[src/rtl/wb_pkg.sv]
// Shared definitions for the register-file writeback port arbiter.
// Requester indices, FSM state encoding and the hard-wired zero register.
package wb_pkg;

  localparam int unsigned REQ_ALU = 0;
  localparam int unsigned REQ_MEM = 1;

  typedef enum logic {
    ST_LAST0 = 1'b0,
    ST_LAST1 = 1'b1
  } wb_state_e;

  localparam logic [4:0] ZERO_REG = 5'd0;

endpackage

[src/rtl/wb_rr_pick.sv]
// Two-way round-robin picker: grants the sole valid requester, or on a tie
// the one that was not served last. Purely combinational.
module wb_rr_pick
  import wb_pkg::*;
(
  input  logic [1:0] valid,
  input  wb_state_e  last,
  output logic [1:0] grant
);

  always_comb begin
    // NOTE: default every output first so no path leaves it unassigned (no latch).
    grant = 2'b00;
    if (valid[REQ_ALU] && (!valid[REQ_MEM] || last == ST_LAST1)) begin
      grant[REQ_ALU] = 1'b1;
    end else if (valid[REQ_MEM]) begin
      grant[REQ_MEM] = 1'b1;
    end
  end

endmodule

[src/rtl/wb_port_arbiter.sv]
// Arbitrates the single register-file write port between ALU and load writeback,
// registering the winning address/data one cycle after the handshake.
module wb_port_arbiter
  import wb_pkg::*;
#(
  parameter int DW        = 32,
  parameter int AW        = 5,
  parameter int CW        = 8,
  parameter bit ZERO_SUPP = 1'b1
) (
  input  logic          clk,
  input  logic          rst,
  input  logic          req0_valid,
  input  logic [AW-1:0] req0_addr,
  input  logic [DW-1:0] req0_data,
  output logic          req0_ready,
  input  logic          req1_valid,
  input  logic [AW-1:0] req1_addr,
  input  logic [DW-1:0] req1_data,
  output logic          req1_ready,
  output logic          we,
  output logic [AW-1:0] waddr,
  output logic [DW-1:0] wdata,
  output logic          grant_id,
  output logic [CW-1:0] conflict_cnt
);

  wb_state_e     state;
  logic [1:0]    grant;
  logic          xfer;
  logic          win;
  logic [AW-1:0] sel_addr;
  logic [DW-1:0] sel_data;
  logic          is_zero;

  wb_rr_pick u_pick (
    .valid ({req1_valid, req0_valid}),
    .last  (state),
    .grant (grant)
  );

  // READY is masked during reset so a handshake in a reset cycle never happens.
  assign req0_ready = !rst && grant[REQ_ALU];
  assign req1_ready = !rst && grant[REQ_MEM];

  assign xfer     = req0_ready || req1_ready;
  assign win      = req1_ready;
  assign sel_addr = win ? req1_addr : req0_addr;
  assign sel_data = win ? req1_data : req0_data;
  assign is_zero  = ZERO_SUPP && (sel_addr == AW'(ZERO_REG));

  // NOTE: sequential state uses non-blocking assignments so every register
  // samples the pre-edge values regardless of statement order.
  always_ff @(posedge clk) begin
    // NOTE: reset is synchronous; every register here is small control/datapath
    // state, so all of it is cleared rather than only the control bits.
    if (rst) begin
      state        <= ST_LAST1;
      we           <= 1'b0;
      waddr        <= '0;
      wdata        <= '0;
      grant_id     <= 1'b0;
      conflict_cnt <= '0;
    end else begin
      we <= xfer && !is_zero;
      if (xfer) begin
        waddr    <= sel_addr;
        wdata    <= sel_data;
        grant_id <= win;
        state    <= win ? ST_LAST1 : ST_LAST0;
      end
      // Counts contended cycles; saturates instead of wrapping.
      if (req0_valid && req1_valid && conflict_cnt != '1) begin
        conflict_cnt <= conflict_cnt + CW'(1);
      end
    end
  end

endmodule

[config.mk]
export PLATFORM = sky130hd
export DESIGN_NAME = wb_port_arbiter
export DESIGN_NICKNAME = d
export VERILOG_FILES = /design/src/rtl/wb_pkg.sv /design/src/rtl/wb_rr_pick.sv /design/src/rtl/wb_port_arbiter.sv
export SDC_FILE = /design/constraint.sdc
export NUM_CORES = 1
export LEC_CHECK = 0
export CORE_MARGIN = 5
export CORE_UTILIZATION = 37
export CTS_CLUSTER_SIZE = 10
export DETAILED_ROUTE_END_ITERATION = 8
export HOLD_SLACK_MARGIN = 0.08
export PLACE_DENSITY_LB_ADDON = 0.12
export SLEW_MARGIN = 25
export SYNTH_ARGS = -nofsm -noshare
export SYNTH_HDL_FRONTEND = slang
export SYNTH_SLANG_ARGS = --single-unit
export TNS_END_PERCENT = 20
[constraint.sdc]
create_clock -name clk -period 1.6 [get_ports clk]
set_input_delay 0.16 -clock clk [delete_from_list [all_inputs] [get_ports clk]]
set_output_delay 0.16 -clock clk [all_outputs]
set_load 0.05 [all_outputs]
; After elaboration in Yosys (flattened, before gate mapping)
; Index checks and enable logic that the tools add are counted.
[totals]
ff_bits = 48
wordCells = 26
[classes]
addsub = 1
eq_ne = 1
n_mux = 6
reduce_logical = 12
[op_table]
columns = operator, n
row1 = 2-to-1 mux 32 bit, 1
row2 = adder 8 x 1 -> 8 bit (second input constant), 1
row3 = != test 8 bit (second input constant), 1
row4 = logical AND 1 bit, 6
row5 = logical NOT 5 bit, 1
row6 = 2-to-1 mux 5 bit, 1
row7 = 2-to-1 mux 1 bit, 4
row8 = logical NOT 1 bit, 3
row9 = logical OR 1 bit, 2

; Depth between registers and ports, before layout
[logic_depth]
word_depth = 9
mapped_depth = 6

; Hierarchy
; Synthesis repeated with hierarchy kept, for this count alone.
[unflattened]
cells_unflattened = 263
hier_area_um2 = 2199.6
[by_module_without_submodules]
columns = module, instances, cells_each, area_each_um2, seq_area_each_um2
row1 = wb_port_arbiter, 1, 260, 2180.8, 960.9
row2 = wb_rr_pick, 1, 3, 18.8, 0.0

; Worst setup path before layout
; OpenSTA, ideal clock, no wires.
[synth_path]
kind = reg-to-reg
from = register conflict_cnt[0]
to = register conflict_cnt[0]
setup_time_ps = 121
arrival_ps = 1584
required_time_ps = 1479
path_slack_ps = -105
stages_incl_launch_ff = 5
synth_period_minus_slack_ps = 1705
path_cell_list = dfxtp_1 -> ha_1 -> and4_1 -> a21oi_1 -> mux2_2
[synth_between]
elab_chain_cells = 2
word_cells_on_any_way = 3
[synth_rtl]
columns = item, line
row1 = "start, declared", wb_port_arbiter.sv:25  ; output logic [CW-1:0] conflict_cnt
row2 = "start signal, assigned", wb_port_arbiter.sv:74  ; conflict_cnt <= conflict_cnt + CW'(1);
row3 = branches (longest 2 deep; another with adder 8 x 1 -> 8 bit), n/a
; Several ways; the timed one is not identified.
; A chain may end at the register's enable or synchronous reset.

; Worst setup path in the final report
[layout_path]
from = input port req0_valid
to = output port req0_ready
[layout_between]
elab_chain_cells = 3
[layout_rtl]
columns = item, line
row1 = "start, declared", wb_port_arbiter.sv:13  ; input logic req0_valid,
row2 = logical AND 1 bit, wb_rr_pick.sv:14  ; if (valid[REQ_ALU] && (!valid[REQ_MEM] || last == ST_LAST1)) begin
row3 = 2-to-1 mux 1 bit, wb_rr_pick.sv:14
row4 = logical AND 1 bit, wb_port_arbiter.sv:43  ; assign req0_ready = !rst && grant[REQ_ALU];
row5 = "end, declared", wb_port_arbiter.sv:16  ; output logic req0_ready,
; No other way between the ends.

==> results.cfg <==
[run_status]
outcome = completed

[global_routing]
grt_max_degree = 33
grt_pass1_vias = 2159
grt.overflow.total = 0
antenna_found_initial = 0
globalRouteTotalUtil_pct = 18.58
grt_pass1_wl_um = 10970

[setup_path]
crit_top_cell = buf_12
end_kind = output pin
r2r_cells = 5
r2r-start = state
path_max_fanout = 13
reg2reg_to = wdata[3]
cp-endpoint = req0_ready
cp_num_cells = 6
cp_data_arrival_time_ns = 1.34
crit_path_start_kind = input port
startpoint = req0_valid
path_delay_family = buffers and inverters
critPathKind = in2out
path_buf_inv = 4
critical_path_required_ns = 1.44
worstPathCellList = clkdlybuf4s50_1, buf_6, nand2b_1, nor2_4, buf_12, buf_12
reg2reg_slack_ns = 0.18
crit_slowest_cell = clkdlybuf4s50_1
crit_path_max_incr_delay_ns = 0.50

[synth]
ys_async_sr_fraction_pct = 0
ys_seq_area_share_pct = 46.86
ys_top_cells_by_count = dfxtp_1, a221o_1, and2_1
netlist_area_mm2 = 0.002051
syn-num-nets = 283
synthCells = 204
synth_cell_types = 38
yosysWarnings = 0
synthTopCellsByArea = dfxtp_1, a221o_1, and2_1, o21ai_0, buf_2
synth_top_cell_by_area = dfxtp_1
synth_top_area_share_pct = 46.86
postSynth.topFlopCell = dfxtp_1
yosys.cell_count.top_type = dfxtp_1
syn_avg_cell_area_um2 = 10.05
synth_edf_count = 0
ys_seq_elements = 48

[placement]
io_buffers = 126
place_congestion = 0.8585
placed_cells = 408
dp_hpwl_um = 5067
post-place-ws_ns = -0.09508

[clock_tree]
cts_root_buffer = clkbuf_8
clock-sinks = 48
cts_made_buffers = 5
cts.htree.levels = 2
clk_path_buf_depth = 2
cts_tree = done
path_clk_slew_ns = 0.09
clock_latency_ns = 0.30
ctsHoldBuffers = 0

[detailed_routing]
drtIter0Drc = 87
wl_per_cell_um = 15.93
viasPerCell = 5.220
drt-total-wl_um = 6675
drtAntennaViolNets = 0
vias = 2187
post-route-drc-count = 0
firstDrtPassIters = 4

[power_and_ir_drop]
power_density_mw_per_mm2 = 821.0
peakVddDrop_mv = 0.4386
p_leak_uw = 0.001505

[floorplanning]
die_w_um = 84.45
initial_utilization_pct = 37.70
row_count = 27
io-pin-count = 127
dieArea_mm2 = 0.007131
die_y_um = 84.45
core_region_area_mm2 = 0.005439

[sta]
finalWorstSetupSlack_ns = 0.1038
slew_violations = 0
relSlewSlack_pct = 81.17
tightest_slew_ns = 0.2821
timing.final.hold_violations = 0
rsz0062_at_grt = false
skew_ns = 0.009634
fmax_ghz = 0.6684
setup_viol = 0
finalCritPeriodShare_pct = 93.51
period_needed_ns = 1.496

[cells_and_area]
nets = 425
stdcell_count = 419
num_antenna_cells = 0
drive_gt1_share_pct = 27.09
area_delta_synth_final_pct = 75.11

[worst_hold_path]
hp-class = in2reg

[job]
maxCapViolCount = 0
repair_timing:
item / CTS / global route
cloned: 1 / 0
endpoints found under the setup margin: 1 / 1
pin swaps: 1 / 1
setup buffers: 0 / 2
resized for setup: 2 / 1
where the power goes:
group | internal (uW) | switching (uW)
clock network | 310 | 426
registers | 1280 | 42.5
logic | 411 | 479
sequential cells by signal, summed over array words and instances, names as in the netlist:
register / flops
conflict_cnt: 8
grant_id: 1
state: 1
waddr: 5
wdata: 32
we: 1
layout by cell type (no fill, tap or decap), types with 2 or more instances in the layout:
master,n
dfxtp_1,45
clkinvlp_4,2
nand2b_1,2
nand2_1,6
buf_4,66
and4_1,3
o21ai_0,12
or4_1,2
clkbuf_8,5
a221o_1,32
a21oi_1,6
nand4_1,2
nor3_1,2
mux2_2,2
buf_12,6
and2_1,32
nor2_1,5
nand3_1,2
o2111ai_1,5
clkdlybuf4s50_1,76
nor2b_1,2
dfxtp_2,3
a311oi_1,2
a31oi_1,5
inv_2,2
layer usage:
metal	vias to the layer above	GRT usage (%)	wire length, um	share of wire, %
met5	-	0	0	0
met2	74	31.99	3213	48
li1	1071	-	-	-
met4	0	4.460	72	1.1
met1	1036	23.19	2967	44
met3	6	4.907	421	6.3
logic make-up after synthesis:
family | share of synthesized area [%]
compound gates | 26.79
simple gates | 19.95
flops | 46.86
buf+inv | 4.210
mux | 1.586
fa+ha+maj | 0.6100
worst reg2reg max path, cell delays in order (launching register included):
cell	delay [ns]
dfxtp_2	0.35
and2b_2	0.24
nor2_4	0.05
buf_4	0.13
bufbuf_16	0.27
a221o_1	0.28
worst min-delay path by stage:
stage                 startpoint        to  depth (start not counted)
floorplan           req0_data[0]  wdata[0]                          1
global route          req1_valid     state                          3
detailed placement      grant_id  grant_id                          2
CTS                   req1_valid     state                          3
finish                req1_valid     state                          3
global placement        grant_id  grant_id                          2
through the flow:
step | util [%] | TNS [ns] | hold slack (ns) | total power, uW | instance area (um2)
2_1_floorplan | - | 0 | 0.2978 | 1802 | 2053
3_3_place_gp | 63.38 | -0.5555 | 0.4637 | 2216 | 3447
3_5_place_dp | 63.38 | -1.658 | 0.4625 | 2225 | 3447
4_1_cts | 65.68 | 0 | 0.4001 | 2977 | 3572
5_1_grt | 66.02 | 0 | 0.4373 | 3082 | 3591
6_report | 66.02 | 0 | 0.4123 | 2948 | 3591
area by class of cell:
type | count | area (um2)
flip-flops and latches | 48 | 964.7
well taps | 72 | 90.09
clock buffers | 5 | 68.82
multi-input cells | 137 | 1003
inverters | 3 | 11.26
fillers | 480 | 1848
clock inverters | 3 | 23.77
repair buffers | 151 | 1429
(Power assumes the default switching activity.)
